**config.mk**
```make
export PLATFORM = sky130hd
export DESIGN_NAME = cu_cache_arbiter
export DESIGN_NICKNAME = d
export VERILOG_FILES = /design/src/rtl/cu_cache_arbiter.sv
export SDC_FILE = /design/constraint.sdc
export NUM_CORES = 1
export LEC_CHECK = 0
export ABC_AREA = 1
export CAP_MARGIN = 20
export CORE_ASPECT_RATIO = 1.25
export CORE_MARGIN = 10
export CORE_UTILIZATION = 47
export CTS_CLUSTER_DIAMETER = 50
export DETAILED_ROUTE_END_ITERATION = 10
export MAX_ROUTING_LAYER = met4
export PLACE_DENSITY_LB_ADDON = 0.25
export SLEW_MARGIN = 10
export SYNTH_ARGS = -nofsm -noshare
export SYNTH_HDL_FRONTEND = slang
export SYNTH_SLANG_ARGS = --single-unit
```
**constraint.sdc**
```tcl
create_clock -name ap_clk -period 6.1 [get_ports ap_clk]
set_input_delay 1.22 -clock ap_clk [delete_from_list [all_inputs] [get_ports ap_clk]]
set_output_delay 1.22 -clock ap_clk [all_outputs]
set_load 0.03 [all_outputs]
```
**src/rtl/cu_cache_arbiter.sv**
```systemverilog
`default_nettype none
// ============================================================================
//  Module   : cu_cache_arbiter
//  Purpose  : Round-robin arbiter that shares one cu_cache between several
//             compute-unit engines. Requests are granted one per cycle and
//             forwarded through an output register. The winner index of
//             every transfer is kept in an in-order tag FIFO, so each
//             in-order cache response can be steered back to its issuer.
//  Revision : 1.0 - initial release
// ============================================================================
module cu_cache_arbiter #(
    parameter int NUM_REQUESTERS = 4,
    parameter int TAG_DEPTH      = 32,
    parameter int REQ_W          = 32,
    parameter int RESP_W         = 32,
    parameter int IDX_W          = $clog2(NUM_REQUESTERS)
) (
    input  logic                             ap_clk,
    input  logic                             areset,
    // requester side: one valid bit and one payload slice per requester
    input  logic [NUM_REQUESTERS-1:0]        request_in_valid,
    input  logic [NUM_REQUESTERS*REQ_W-1:0]  request_in_payload,
    output logic [NUM_REQUESTERS-1:0]        grant_out,
    // cache request port
    output logic                             request_out_valid,
    output logic [REQ_W-1:0]                 request_out_payload,
    input  logic                             cache_prog_full_in,
    // cache response port
    input  logic                             response_in_valid,
    input  logic [RESP_W-1:0]                response_in_payload,
    output logic [NUM_REQUESTERS-1:0]        response_out_valid,
    output logic [NUM_REQUESTERS*RESP_W-1:0] response_out_payload,
    // status
    output logic [$clog2(TAG_DEPTH+1)-1:0]   outstanding_out,
    output logic                             idle_out,
    output logic                             error_out
);

    localparam int c_CNT_W = $clog2(TAG_DEPTH + 1);
    localparam int c_PTR_W = $clog2(TAG_DEPTH);

    // boundary registers
    logic                     r_prog_full;
    logic                     r_resp_valid;
    logic [RESP_W-1:0]        r_resp_payload;

    // arbitration and forward path
    logic [IDX_W-1:0]         r_ptr;
    logic                     r_req_valid;
    logic [REQ_W-1:0]         r_req_payload;

    // tag FIFO
    logic [IDX_W-1:0]         r_tag_mem [TAG_DEPTH];
    logic [c_PTR_W-1:0]       r_wr_ptr;
    logic [c_PTR_W-1:0]       r_rd_ptr;
    logic [c_CNT_W-1:0]       r_count;

    // response path and status
    logic [NUM_REQUESTERS-1:0] r_resp_out_valid;
    logic [RESP_W-1:0]         r_resp_out_payload;
    logic                      r_idle;
    logic                      r_error;

    logic                     w_found;
    logic [IDX_W-1:0]         w_winner;
    logic                     w_eligible;
    logic                     w_transfer;
    logic                     w_pop;
    logic                     w_orphan;
    logic [IDX_W-1:0]         w_pop_tag;
    logic [REQ_W-1:0]         w_win_payload;
    logic [c_CNT_W-1:0]       w_count_next;

    // Scan requesters starting at the priority pointer; first valid one wins.
    always_comb begin
        w_found  = 1'b0;
        w_winner = '0;
        for (int k = 0; k < NUM_REQUESTERS; k++) begin
            int idx;
            idx = int'(r_ptr) + k;
            if (idx >= NUM_REQUESTERS) begin
                idx = idx - NUM_REQUESTERS;
            end
            if (!w_found && request_in_valid[idx]) begin
                w_found  = 1'b1;
                w_winner = IDX_W'(idx);
            end
        end
    end

    // Granting needs cache headroom and a free tag slot.
    assign w_eligible    = ~r_prog_full & (r_count < c_CNT_W'(TAG_DEPTH));
    assign w_transfer    = w_found & w_eligible;
    assign w_win_payload = request_in_payload[int'(w_winner)*REQ_W +: REQ_W];

    // One-hot grant to the winner while eligible.
    always_comb begin
        grant_out = '0;
        if (w_transfer) begin
            grant_out[w_winner] = 1'b1;
        end
    end

    // A registered response pops a tag only if one is held; otherwise it is an orphan.
    assign w_pop     = r_resp_valid & (r_count != '0);
    assign w_orphan  = r_resp_valid & (r_count == '0);
    assign w_pop_tag = r_tag_mem[r_rd_ptr];

    // Occupancy after this cycle's push/pop.
    always_comb begin
        w_count_next = r_count;
        if (w_transfer && !w_pop) begin
            w_count_next = r_count + c_CNT_W'(1);
        end else if (!w_transfer && w_pop) begin
            w_count_next = r_count - c_CNT_W'(1);
        end
    end

    // Register cache-side inputs at the CU boundary.
    always_ff @(posedge ap_clk) begin
        if (areset) begin
            r_prog_full  <= 1'b0;
            r_resp_valid <= 1'b0;
        end else begin
            r_prog_full  <= cache_prog_full_in;
            r_resp_valid <= response_in_valid;
        end
    end

    // Response payload needs no reset; its valid qualifies it.
    always_ff @(posedge ap_clk) begin
        r_resp_payload <= response_in_payload;
    end

    // Advance the priority pointer past each winner and flag forwarded requests.
    always_ff @(posedge ap_clk) begin
        if (areset) begin
            r_ptr       <= '0;
            r_req_valid <= 1'b0;
        end else begin
            r_req_valid <= w_transfer;
            if (w_transfer) begin
                if (int'(w_winner) == NUM_REQUESTERS - 1) begin
                    r_ptr <= '0;
                end else begin
                    r_ptr <= w_winner + IDX_W'(1);
                end
            end
        end
    end

    // Capture the winning payload for the cache request port.
    always_ff @(posedge ap_clk) begin
        if (w_transfer) begin
            r_req_payload <= w_win_payload;
        end
    end

    // Tag storage: winner index written on every transfer.
    always_ff @(posedge ap_clk) begin
        if (w_transfer) begin
            r_tag_mem[r_wr_ptr] <= w_winner;
        end
    end

    // Tag FIFO pointers and occupancy; pointers wrap naturally at TAG_DEPTH.
    always_ff @(posedge ap_clk) begin
        if (areset) begin
            r_wr_ptr <= '0;
            r_rd_ptr <= '0;
            r_count  <= '0;
        end else begin
            if (w_transfer) begin
                r_wr_ptr <= r_wr_ptr + c_PTR_W'(1);
            end
            if (w_pop) begin
                r_rd_ptr <= r_rd_ptr + c_PTR_W'(1);
            end
            r_count <= w_count_next;
        end
    end

    // Steer each popped response to the requester named by its tag.
    always_ff @(posedge ap_clk) begin
        if (areset) begin
            r_resp_out_valid <= '0;
        end else begin
            r_resp_out_valid <= '0;
            if (w_pop) begin
                r_resp_out_valid[w_pop_tag] <= 1'b1;
            end
        end
    end

    // Steered payload is shared by all ports; the per-port valid qualifies it.
    always_ff @(posedge ap_clk) begin
        if (w_pop) begin
            r_resp_out_payload <= r_resp_payload;
        end
    end

    // Idle once no tags are held and nothing sits in the output register; error is sticky.
    always_ff @(posedge ap_clk) begin
        if (areset) begin
            r_idle  <= 1'b1;
            r_error <= 1'b0;
        end else begin
            r_idle  <= (w_count_next == '0) & ~w_transfer;
            r_error <= r_error | w_orphan;
        end
    end

    generate
        for (genvar g = 0; g < NUM_REQUESTERS; g++) begin : g_resp_payload
            assign response_out_payload[g*RESP_W +: RESP_W] = r_resp_out_payload;
        end
    endgenerate

    assign request_out_valid   = r_req_valid;
    assign request_out_payload = r_req_payload;
    assign response_out_valid  = r_resp_out_valid;
    assign outstanding_out     = r_count;
    assign idle_out            = r_idle;
    assign error_out           = r_error;

endmodule
`default_nettype wire
```
==> flow_summary.ini, run 1 <==
[synth]
synth-compound-area-share = 0.109
synth_cells = 824
ys_warn_count = 0
avgSynthCellArea_um2 = 10.4
synthMuxAreaShare = 0.0140
synth_xor_area_frac = 0.00712
synth_most_common_cell = nor2_1
yosysTopAreaCellShare = 0.447
ys_seq_area_frac = 0.595
synthSimpleGateAreaFrac = 0.130
synth_nets = 1004
syn-cell-area_um2 = 8610
ys_types = 34
synth_ff_type = edfxtp_1
synth-edff-count = 128
synthTopCellsByArea = edfxtp_1, dfxtp_1, buf_4, nor2_1, o21ai_0
async_flop_share = 0
yosysTopAreaCell = edfxtp_1
ys_top_cells_by_count = nor2_1, edfxtp_1, buf_4
synth_seq_cells = 192
synth_fa_ha_area_frac = 0.0174
synth_top_family_by_area = simple AND/OR/NAND/NOR gates

[clocking]
clock_sink_count = 192
cts_buffers = 17
ctsResizeCount = 0
postCtsHoldBufs = 0
clockBufferDepth = 2
clk_pin_slew_ns = 0.07
cts_max_level = 4
post_cts_buffers = 0
clock_latency_ns = 0.44
ctsRootBufferMaster = clkbuf_16
cts_tree = built

[placed_design]
place_hpwl_um = 18800
port_buffers = 344
dpl-instance-area_um2 = 11400
gp_congestion = 0.886

[sta]
skew_ns = 0.0130
tightest_slew_ns = 0.952
min_period_over_period = 0.846
rsz0062_at_grt = false
setup_viol = 0
relSlewSlack = 0.365
tns_ns = 0
hold_viol_final = 0
worst_hold_slack_ns = 0.404
fin_crit_ns = 5.16
fmax_mhz = 194
finalMaxSlewViolations = 0

[floorplanning]
row_count = 55
die_area_um2 = 24200
die_h_um = 171
fp.dieW_um = 141
initial_utilization = 0.477
io_pins = 345
core_area_um2 = 18000

[final_layout]
syn2layout_area_growth_pct = 39.6
stdcell_area_um2 = 12000
fin_nets = 1239
drive_gt1_frac = 0.0569

[detailed_routing]
wl_um = 24800
drt_iter0_markers = 483
ant_nets = 0
route.vias.total = 6665
firstDrtPassIters = 5
vias_per_cell = 5.12
wl_per_cell_um = 19.0
drc = 0

[power]
ir_drop_uv = 837
leakage_nw = 4.39
p_total_mw = 6.03
p_per_area_nw_per_um2 = 502

[global_route]
grt_pass1_vias = 6730
grt_pass1_wl_um = 36500
grt.overflow.total = 0
antenna_found_initial = 1
grt_max_degree = 94
track_usage = 0.199

[setup_path]
slowest_delay_ns = 0.70
critical_path.cell_chain = clkdlybuf4s50_1 > inv_1 > nand2_1 > nand3_1 > nand2_1 > inv_1 > nand2_1 > o211ai_1 > nor2_4 > buf_4 > ha_1 > inv_1 > nor2_1 > clkdlybuf4s50_1
crit_fanout = 30
arrival_ns = 3.94
crit_slowest_cell = clkdlybuf4s50_1
crit_path_start_kind = input pin
required_ns = 4.88
critical_path_buf_inv_count = 6
worst-setup-path-type = input pin to primary output
path_delay_family = buffers and inverters
cp-end-kind = primary output

[flow_run]
cap_violations = 0

[run_status]
outcome = finished, final reports clean

[hold_path]
hp-class = register to register
==> cell usage in the layout (no fill, tap or decap), drive strengths merged <==
master	n
clkdlybuf4s50	342
nor2	141
edfxtp	128
o21ai	89
nand2	83
dfxtp	64
inv	47
o22ai	32
nand3	27
clkbuf	17
a21oi	16
o221ai	13
mux2i	12
ha	12
clkinv	9
o211ai	7
xor2	7
buf	7
nor3	6
nand4	4
a32oi	3
a31oi	2
diode	1
and2	1
nand3b	1
o21bai	1
clkinvlp	1
==> kinds of logic (layout without fill, tap and decap cells) <==
logic type | Yosys count | in the layout
AOI/OAI and AO/OA | 163 | 163
xor gates and xnor gates | 7 | 7
adders and majority gates | 12 | 12
buffers and inverters | 175 | 423
DFF | 192 | 192
muxes | 12 | 12
other | 0 | 1
and+or+nand+nor | 263 | 263
==> state kept, by name, summed over array words and instances, names as in the netlist, 2 cells and up, named ones only <==
| name | count |
|---|---|
| outstanding_out | 6 |
| r_ptr | 2 |
| r_rd_ptr | 5 |
| r_resp_out_payload | 32 |
| r_resp_payload | 32 |
| r_tag_mem | 64 |
| r_wr_ptr | 5 |
| request_out_payload | 32 |
| response_out_valid | 4 |
==> through the flow <==
stage / setup slack (ns) / instances / util
6_report: 0.939 / 1301 / 0.667
5_1_grt: 0.777 / 1301 / 0.667
4_1_cts: 0.957 / 1300 / 0.666
3_5_place_dp: 0.961 / 1268 / 0.634
3_3_place_gp: 1.04 / 1268 / 0.634
2_1_floorplan: 1.83 / 824 / -
==> worst paths after layout <==
check	to	slack (ns)	startpoint	depth (start not counted)
setup / recovery	grant_out[0]	0.94	request_in_valid[2]	14
hold reg to reg	r_resp_out_payload[4]$_DFFE_PN_	0.40	r_resp_payload[4]$_DFF_P_	0
hold / removal	r_resp_out_payload[4]$_DFFE_PN_	0.40	r_resp_payload[4]$_DFF_P_	0
setup reg to reg	r_tag_mem[20][0]$_DFFE_PP_	3.02	r_ptr[0]$_SDFFE_PP0P_	10
==> per-layer routing <==
metal | up-vias | wire length, µm | track usage
met5 | - | 0 | -
met4 | 0 | 577 | 0.0719
met3 | 39 | 2040 | 0.0731
met2 | 257 | 13200 | 0.355
met1 | 3145 | 8990 | 0.195
li1 | 3224 | - | -
==> report_power, final <==
| group | internal, mW | leakage [nW] | total [mW] | switching [mW] |
|---|---|---|---|---|
| Sequential | 1.87 | 1.73 | 2.00 | 0.135 |
| Clock | 0.543 | 0.282 | 1.06 | 0.519 |
| Combinational | 1.02 | 2.38 | 2.96 | 1.94 |
==> area by class of cell <==
type	instances	area, µm²
Timing Repair Buffer	349	3480
Sequential cell	192	5120
Clock buffer	17	425
Tap cell	228	285
Fill cell	1385	6010
Antenna cell	1	2.50
Multi-Input combinational cell	457	2390
Inverter	42	159
Clock inverter	15	153
Power figures use the tool's default switching activity.
==> run 2: changes to the inputs <==
- CORE_UTILIZATION: 47 -> 44
- clock period: 6.1 -> 5.19 ns (I/O delays scaled with it)
==> flow_summary.ini, run 2 (same netlist as run 1, synthesis figures left out) <==
[global_route]
grt_pass1_vias = 6786
grt.overflow.total = 0
grt_pass1_wl_um = 36700
met1_usage = 0.189
grt.met3_usage = 0.0558
grt_busiest_layer = met2
antenna_found_initial = 0
track_usage = 0.187
grt_max_degree = 75
grt_use_met2 = 0.340

[setup_path]
path_delay_family = buffers and inverters
slowest_delay_ns = 0.73
arrival_ns = 3.53
crit_fanout = 13
cp-end-kind = primary output
worst-setup-path-type = input pin to primary output
rrSetupSlack_ns = 1.93
critical_path_buf_inv_count = 3
r2r-start = r_ptr[0]$_SDFFE_PP0P_
crit_path_start = request_in_valid[3]
r2r-end = request_out_payload[7]$_DFFE_PP_
reg2reg_depth = 11
crit_slowest_cell = clkdlybuf4s50_1
critical_path.cell_chain = clkdlybuf4s50_1 > nand2_1 > o21ai_1 > o21ai_1 > o211ai_1 > nand2_2 > ha_1 > inv_1 > nor2_1 > clkdlybuf4s50_1
required_ns = 4.15
crit_path_start_kind = input pin

[final_layout]
n_antenna_cell = 0
final_cell_mix = clkdlybuf4s50_1, nor2_1, edfxtp_1, nand2_1, dfxtp_1
fin_cells = 1338
fin_nets = 1240
drive_gt1_frac = 0.0559
syn2layout_area_growth_pct = 40.4
stdcell_area_um2 = 12100
regMostFlops = r_tag_mem
largest_reg_flops = 64
final_common_cell = clkdlybuf4s50_1

[detailed_routing]
wl_um = 24600
vias_per_cell = 5.00
route.vias.total = 6684
drt_iter0_markers = 452
drc = 0
firstDrtPassIters = 5
ant_nets = 0
wl_per_cell_um = 18.4

[hold_path]
min_to = r_resp_out_payload[18]$_DFFE_PN_
hold_depth = 0
hp-class = register to register
min_from = r_resp_payload[18]$_DFF_P_

[power]
seqPwrFrac = 0.331
p_sw_frac = 0.418
ir_drop_uv = 578
p_comb_frac = 0.486
leakage_nw = 4.41
internal_power_mw = 4.15
clkPwrFrac = 0.183
p_per_area_nw_per_um2 = 589
power_switching_mw = 2.98

[sta]
fmax_mhz = 219
min_period_over_period = 0.880
setup_viol = 0
setup_slack_ns = 0.623
finalMaxSlewViolations = 0
hold_viol_final = 0
tightest_slew_ns = 0.913
relSlewSlack = 0.390
rsz0062_at_grt = false
fin_crit_ns = 4.57
skew_ns = 0.00845
tns_ns = 0

[clocking]
postCtsHoldBufs = 0
ctsResizeCount = 0
ctsRootBufferMaster = clkbuf_16
cts_tree = built
post_cts_buffers = 0
clock_latency_ns = 0.43
clock_sink_count = 192
cts_max_level = 4
clk_pin_slew_ns = 0.07
clockBufferDepth = 2
cts_buffers = 17

[floorplanning]
core_area_um2 = 19300
io_pins = 345
initial_utilization = 0.445
row_count = 57
die_area_um2 = 25600
fp.dieW_um = 145
die_h_um = 176

[placed_design]
gp_congestion = 0.866
dpl-instance-area_um2 = 11500
dpl_worst_slack_ns = 0.671
place_hpwl_um = 18600
port_buffers = 344
placedCellCount = 1306

[run_status]
outcome = finished, final reports clean

[flow_run]
cap_violations = 0
[run 2: metal layers]
metal  vias to the layer above  part of all wire
met1                      3171              0.37
met4                         0             0.018
met3                        27             0.074
met5                         -                 0
li1                       3220                 -
met2                       266              0.54
[run 2: cell type report]
class / instances / area (µm²)
Sequential cell: 192 / 5120
Clock inverter: 11 / 125
Multi-Input combinational cell: 457 / 2390
Inverter: 42 / 159
Fill cell: 1582 / 7240
Timing Repair Buffer: 350 / 3480
Tap cell: 265 / 332
Clock buffer: 21 / 472
[run 2: through the flow]
stage	power (mW)	hold WS, ns	utilization
3_3_place_gp	5.82	0.386	0.595
2_1_floorplan	4.80	0.386	-
5_1_grt	7.52	0.407	0.625
6_report	7.13	0.399	0.625
3_5_place_dp	5.88	0.389	0.595
4_1_cts	7.20	0.399	0.625
[run 2: power by group through the flow]
stage,sequential [mW],combinational (mW),clock [mW]
6_report,2.36,3.46,1.31
4_1_cts,2.36,3.50,1.34
3_3_place_gp,2.38,3.44,0
3_5_place_dp,2.39,3.49,0
2_1_floorplan,2.74,2.05,0
5_1_grt,2.40,3.73,1.39
[run 2: worst max path at each step]
stage                         to  slack [ns]  cells past startpoint
detailed placement  grant_out[0]        0.67                     10
global placement    grant_out[0]        0.74                     10
finish              grant_out[0]        0.62                     10
global route        grant_out[0]        0.51                     10
CTS                 grant_out[0]        0.66                     10
floorplan           grant_out[3]        1.28                     13
==> run 3: changes to the inputs <==
- ABC_CLOCK_PERIOD_IN_PS: unset -> 5190
==> results of run 3 <==
The final DEF is identical to that of run 2; final timing and power are the same.
